### src/rtl/booth_seq_ctrl.sv
// -----------------------------------------------------------------------------
// booth_seq_ctrl
//   Sequential radix-2 Booth multiplier (control + datapath) for two signed
//   WIDTH-bit operands, producing a signed 2*WIDTH-bit product {A,Q}.
//   The add/subtract step is performed by an external adder: this block
//   drives as_a/as_b/as_cin and consumes as_sum in the same cycle.
//
// Ports:
//   clk, rst        clock (rising edge), synchronous active-high reset
//   in_valid/ready  operand handshake (in_ready high only in IDLE)
//   multiplicand    signed M, sampled on accept
//   multiplier      signed Q, sampled on accept
//   out_valid/ready product handshake
//   product         signed {A,Q}, meaningful only while out_valid=1
//   as_a, as_b      adder operands (A and M during CALC, else 0)
//   as_cin          adder carry-in, 1 = subtract
//   as_sum          adder result (combinational return path)
//   op_count        (BOOTH_OP_COUNT_EN only) number of add/sub iterations
//
// Optional feature macro: BOOTH_OP_COUNT_EN
// -----------------------------------------------------------------------------
module booth_seq_ctrl #(
  parameter int WIDTH = 8
) (
  input  logic                       clk,
  input  logic                       rst,
  input  logic                       in_valid,
  output logic                       in_ready,
  input  logic [WIDTH-1:0]           multiplicand,
  input  logic [WIDTH-1:0]           multiplier,
  output logic                       out_valid,
  input  logic                       out_ready,
  output logic [2*WIDTH-1:0]         product,
  output logic [WIDTH-1:0]           as_a,
  output logic [WIDTH-1:0]           as_b,
  output logic                       as_cin,
  input  logic [WIDTH-1:0]           as_sum
`ifdef BOOTH_OP_COUNT_EN
  ,
  output logic [$clog2(WIDTH+1)-1:0] op_count
`endif
);

  localparam int CNT_W = $clog2(WIDTH + 1);

  localparam logic [1:0] ST_IDLE = 2'd0;
  localparam logic [1:0] ST_CALC = 2'd1;
  localparam logic [1:0] ST_DONE = 2'd2;

  localparam logic [CNT_W-1:0] CNT_ONE  = CNT_W'(1);
  localparam logic [CNT_W-1:0] CNT_FULL = CNT_W'(WIDTH);

  // Signed-overflow detect for the add/sub step. The adder's effective b sign
  // is M's sign flipped when subtracting (a + ~b + 1).
  function automatic logic add_ovf(input logic op, input logic a_msb,
                                   input logic m_msb, input logic cin,
                                   input logic sum_msb);
    add_ovf = op & (a_msb == (m_msb ^ cin)) & (sum_msb != a_msb);
  endfunction

  logic [1:0]         state_r;
  logic [WIDTH-1:0]   a_r;
  logic [WIDTH-1:0]   q_r;
  logic               q1_r;
  logic [WIDTH-1:0]   m_r;
  logic [CNT_W-1:0]   cnt_r;
  logic               in_ready_r;
  logic               out_valid_r;
  logic [2*WIDTH-1:0] product_r;
`ifdef BOOTH_OP_COUNT_EN
  logic [CNT_W-1:0]   op_count_r;
`endif

  logic               in_calc_s;
  logic               op_s;
  logic               sub_s;
  logic [WIDTH-1:0]   a_sel_s;
  logic               ov_s;
  logic               sign_s;
  logic [WIDTH-1:0]   a_shift_s;
  logic [WIDTH-1:0]   q_shift_s;

  // Booth step decode and arithmetic-shift datapath (register-only sources
  // for the adder drive so there is no input-to-output combinational path).
  always_comb begin
    in_calc_s = (state_r == ST_CALC);
    op_s      = q_r[0] ^ q1_r;
    sub_s     = q_r[0] & ~q1_r;
    if (in_calc_s) begin
      as_a   = a_r;
      as_b   = m_r;
      as_cin = sub_s;
    end else begin
      as_a   = '0;
      as_b   = '0;
      as_cin = 1'b0;
    end
    if (op_s) begin
      a_sel_s = as_sum;
    end else begin
      a_sel_s = a_r;
    end
    ov_s      = add_ovf(op_s, a_r[WIDTH-1], m_r[WIDTH-1], as_cin, as_sum[WIDTH-1]);
    // Overflow flips the apparent sign back to the true sign of A'.
    sign_s    = a_sel_s[WIDTH-1] ^ ov_s;
    a_shift_s = {sign_s, a_sel_s[WIDTH-1:1]};
    q_shift_s = {a_sel_s[0], q_r[WIDTH-1:1]};
  end

  // State machine, Booth registers and registered handshake/product outputs.
  always_ff @(posedge clk) begin
    if (rst) begin
      state_r     <= ST_IDLE;
      a_r         <= '0;
      q_r         <= '0;
      q1_r        <= 1'b0;
      m_r         <= '0;
      cnt_r       <= '0;
      in_ready_r  <= 1'b1;
      out_valid_r <= 1'b0;
      product_r   <= '0;
`ifdef BOOTH_OP_COUNT_EN
      op_count_r  <= '0;
`endif
    end else begin
      case (state_r)
        ST_IDLE: begin
          if (in_valid) begin
            a_r        <= '0;
            q_r        <= multiplier;
            q1_r       <= 1'b0;
            m_r        <= multiplicand;
            cnt_r      <= CNT_FULL;
            in_ready_r <= 1'b0;
            state_r    <= ST_CALC;
`ifdef BOOTH_OP_COUNT_EN
            op_count_r <= '0;
`endif
          end
        end
        ST_CALC: begin
          a_r   <= a_shift_s;
          q_r   <= q_shift_s;
          q1_r  <= q_r[0];
          cnt_r <= cnt_r - CNT_ONE;
`ifdef BOOTH_OP_COUNT_EN
          if (op_s) begin
            op_count_r <= op_count_r + CNT_ONE;
          end
`endif
          if (cnt_r == CNT_ONE) begin
            state_r     <= ST_DONE;
            out_valid_r <= 1'b1;
            product_r   <= {a_shift_s, q_shift_s};
          end
        end
        ST_DONE: begin
          // A/Q are frozen here, so product stays stable until taken.
          if (out_ready) begin
            state_r     <= ST_IDLE;
            out_valid_r <= 1'b0;
            product_r   <= '0;
            in_ready_r  <= 1'b1;
          end
        end
        default: begin
          state_r     <= ST_IDLE;
          in_ready_r  <= 1'b1;
          out_valid_r <= 1'b0;
          product_r   <= '0;
        end
      endcase
    end
  end

  assign in_ready  = in_ready_r;
  assign out_valid = out_valid_r;
  assign product   = product_r;
`ifdef BOOTH_OP_COUNT_EN
  assign op_count  = op_count_r;
`endif

endmodule

### config.mk
export PLATFORM = sky130hd
export DESIGN_NAME = booth_seq_ctrl
export DESIGN_NICKNAME = d
export VERILOG_FILES = /design/src/rtl/booth_seq_ctrl.sv
export SDC_FILE = /design/constraint.sdc
export NUM_CORES = 1
export LEC_CHECK = 0
export CAP_MARGIN = 20
export CELL_PAD_IN_SITES_DETAIL_PLACEMENT = 1
export CELL_PAD_IN_SITES_GLOBAL_PLACEMENT = 1
export CORE_UTILIZATION = 39
export CTS_CLUSTER_DIAMETER = 200
export DETAILED_ROUTE_END_ITERATION = 8
export PLACE_DENSITY = 0.82
export SLEW_MARGIN = 20
export SYNTH_ARGS = -nofsm -noshare
export SYNTH_HDL_FRONTEND = slang
export SYNTH_SLANG_ARGS = --single-unit
export TNS_END_PERCENT = 30
### constraint.sdc
create_clock -name clk -period 3.1 [get_ports clk]
set_clock_uncertainty 0.2 [all_clocks]
set_input_delay 0.775 -clock clk [delete_from_list [all_inputs] [get_ports clk]]
set_output_delay 0.775 -clock clk [all_outputs]
set_load 0.02 [all_outputs]
# == Word level (Yosys, flattened, before mapping) ==
# Cells that the tools add are included.
# word_totals
reg_bits,49
inputBits,28
output_inout_bits,35
# op_classes
add_sub_neg,1
n_eq_ne,8
n_mux,24
bitwise,9
n_reduce_logical,7
# op_table
operator,count
$pmux W16 S3,1
$mux W8,5
$mux W16,2
$pmux W8 S2,2
$reduce_and A3 Y1,3
$pmux W4 S2,1
$mux W2,3
$pmux W1 S3,2
$pmux W2 S3,1
$mux W1,5
$eq A4 B1 Y1 const B,1
$mux W4,1
$ne A2 B2 Y1 const B,2
$reduce_and A2 Y1,2
$sub A4 B1 Y4 const B,1
$and A1 B1 Y1,3
$not A1 Y1,3
$xor A1 B1 Y1,3
$eq A2 B1 Y1 const B,1
$eq A2 B2 Y1 const B,1
$logic_not A2 Y1,1
$ne A2 B1 Y1 const B,1
$pmux W1 S2,1
$reduce_bool A2 Y1,1
other kinds (2),2

# == Logic depth before layout (Yosys ltp) ==
# depth
word_depth,10
mapped_depth,6

# == Worst setup path before layout ==
# No wires, ideal clock.
# synth_timing
path_kind,register -> output
startpoint,register state_r[0]
endpoint,output port as_a[0]
arrival_ns,1.196
required_time_ns,2.125
slack_ns,0.929
path_stages_with_launch,6
cell_sequence,dfxtp_1 buf_6 and2b_1 buf_6 buf_2 and2_1
# synth_between
elab_chain_cells,2
# synth_rtl
element,line,text
start: declaration,61,logic [1:0] state_r;
start signal: assignment,113,state_r <= ST_IDLE;
start signal: assignment,135,state_r <= ST_CALC;
start signal: assignment,152,state_r <= ST_DONE;
$eq A2 B1 Y1,86,in_calc_s = (state_r == ST_CALC);
$mux W8,89,if (in_calc_s) begin
end: declaration,34,"output logic [WIDTH-1:0] as_a,"
# No other way between the ends.

# == Worst setup path after layout ==
# layout_timing
startpoint,register state_r[1]
endpoint,output port as_a[7]
# Same word-level chain as after synthesis.

==> flow_summary.json <==
{
  "syn-instance-count": 243,
  "hold_path.class": "register to register",
  "relSlewSlack_pct": 67.3,
  "holdWs_ps": 281,
  "hold_buffers": 0,
  "fin_util_pct": 54.4,
  "final_area_um2": 3050,
  "setup_slack_ps": 216,
  "post-place-ws_ps": 554,
  "tns_ps": 0,
  "ios": 63,
  "nets": 331,
  "clkLatencyLatePin_ps": 300,
  "fin_crit_sh_pct": 93.0,
  "port_buffers": 62,
  "drv_cap": 0,
  "ys_warn_count": 0,
  "drc": 0,
  "crit_type": "register to output pin",
  "crit_required_ps": 2120,
  "synth_async_sr_flop_share_pct": 0,
  "coreArea_um2": 5610,
  "antenna_found_initial": 0,
  "cts_htree_levels": 2,
  "tightest_slew_ps": 488,
  "p_per_area_nw_per_um2": 436,
  "cts_buffers": 5,
  "path_max_fanout": 30,
  "place.gp.congestion": 0.753,
  "start_kind": "register",
  "grt_pass1_wl_mm": 9.83,
  "r2r_slack_ps": 1230,
  "clock_path_buffers": 2,
  "cpMaxStageDelayCell": "clkdlybuf4s50_1",
  "routed_wl_mm": 5.92,
  "drt_first_pass_iters": 4,
  "ys_seq_area_share_pct": 42.5,
  "die-area_um2": 6220,
  "dp_hpwl_mm": 4.10,
  "die-height_um": 78.9,
  "viasPerCell": 5.35,
  "clk_pin_slew_ps": 90,
  "syn-cell-area_um2": 2310,
  "period_needed_ps": 2880,
  "start_util_pct": 41.1,
  "cts_setup_buffers": 0,
  "wl_per_cell_um": 15.9,
  "synth_edf_count": 0,
  "drive_gt1_share_pct": 9.30,
  "overflow": 0,
  "placed_cells": 365,
  "area_growth_pct": 32.2,
  "setup_violations": 0,
  "num_rows": 27,
  "leakagePower_nw": 1.12,
  "die_w_um": 78.9,
  "drv_slew": 0,
  "fmax_mhz": 347,
  "status": "finished clean",
  "peakVddDrop_mv": 0.197,
  "drtIter0Drc": 46,
  "root_buffer": "clkbuf_8",
  "antenna_cells": 0,
  "hold_viol_final": 0,
  "power_mw": 1.33,
  "grt_start_max_net_pins": 36,
  "synth.net_count": 274,
  "cts_tree": "done",
  "placed_cell_area_um2": 2970,
  "vias": 1996,
  "cp_cell_sequence": "and2b_1 > buf_4 > and2_1 > clkdlybuf4s50_1",
  "ys_seq_elements": 49,
  "yosysUniqueCellTypes": 40,
  "grt_usage_pct": 20.3,
  "numClockSinks": 49,
  "critPathCaptureType": "output pin",
  "ctsResizeCount": 0,
  "final_cell_count_no_fill": 373,
  "critPathArrivalTime_ps": 1910,
  "grt_pass1_vias": 1979,
  "n_fill_cell": 655,
  "synth_ff_type": "dfxtp_1",
  "rsz0062_at_grt": "no",
  "syn_area_per_cell_um2": 9.49,
  "antenna_left": 0,
  "critPathMaxStageDelay_ps": 610
}
-- kinds of logic (layout without fill, tap and decap cells) --
kind of cell	after synthesis	in the layout	share of synthesized area, %
buf+inv	24	82	5.37
compound gates	49	49	15.0
flops	49	49	42.5
fa+ha+maj	3	3	1.63
simple gates	99	99	26.8
mux	18	18	8.25
xor+xnor	1	1	0.380
-- path summary, 6_finish.rpt --
path	startpoint	to	depth (start not counted)
setup / recovery	state_r[1]	as_a[7]	4
hold / removal	product[13]	product[13]	2
setup reg to reg	q1_r	a_r[0]	5
hold reg to reg	product[13]	product[13]	2
-- placed cells by master (no fill, tap or decap), types with 2 or more instances in the layout --
master and count:
clkdlybuf4s50_1 62, dfxtp_1 49, nor2_1 28, a21oi_1 18, and2_1 17, nand2b_1 10
nor3_1 10, mux2i_1 10, nand4b_1 9, mux2_2 8, a22oi_1 8, nand3_1 8
buf_4 8, or3b_1 7, a22o_1 7, clkbuf_8 5, inv_1 4, o21bai_1 3
a211oi_1 3, ha_1 3, clkbuf_1 3, nor3b_4 2, nand2_1 2, o21ai_1 2
-- area by class of cell --
type	count	area [um2]	area share, %
clock buffers	8	80.1	2.63
multi-input cells	170	1200	39.4
inverters	4	15.0	0.493
flip-flops and latches	49	981	32.2
repair buffers	70	681	22.3
well taps	72	90.1	2.96
-- synthesized netlist by cell type (4+ instances only) --
cell | instances | area [um2]
a21oi_1 | 18 | 90.1
and2_1 | 17 | 106
a22oi_1 | 8 | 60.1
or3b_1 | 7 | 61.3
nor2_1 | 28 | 105
mux2i_1 | 10 | 100
dfxtp_1 | 49 | 981
clkbuf_1 | 9 | 33.8
inv_1 | 4 | 15.0
nand4b_1 | 9 | 78.8
nand3_1 | 8 | 40.0
mux2_2 | 8 | 90.1
nand2b_1 | 10 | 62.6
buf_2 | 6 | 30.0
a22o_1 | 7 | 61.3
nor3_1 | 10 | 50.1
-- worst max-delay path, delay by kind of cell (launching register included) --
family | cells | cell delay (ps)
flip-flops | 1 | 320
buffers and inverters | 2 | 900
AND/OR/NAND/NOR | 2 | 390
-- where the power goes --
| part | total [mW] | switching (mW) | internal [mW] |
|---|---|---|---|
| Clock | 0.366 | 0.206 | 0.161 |
| Combinational | 0.271 | 0.138 | 0.133 |
| Sequential | 0.690 | 0.0266 | 0.663 |
| Total | 1.33 | 0.370 | 0.957 |
-- layer usage --
layer	global-route usage (%)	vias to the layer above	share of wire, %
met5	0	-	0
met4	6.00	0	1.1
met3	4.83	7	5.6
met2	35.0	53	48
met1	25.1	967	45
li1	-	969	-
-- sequential cells by signal (all words and copies together), names as in the netlist --
register	count
m_r	8
product	16
out_valid	1
q1_r	1
q_r	8
a_r	8
state_r	2
cnt_r	4
in_ready	1
Note: power is estimated with default switching activity, not from simulation.
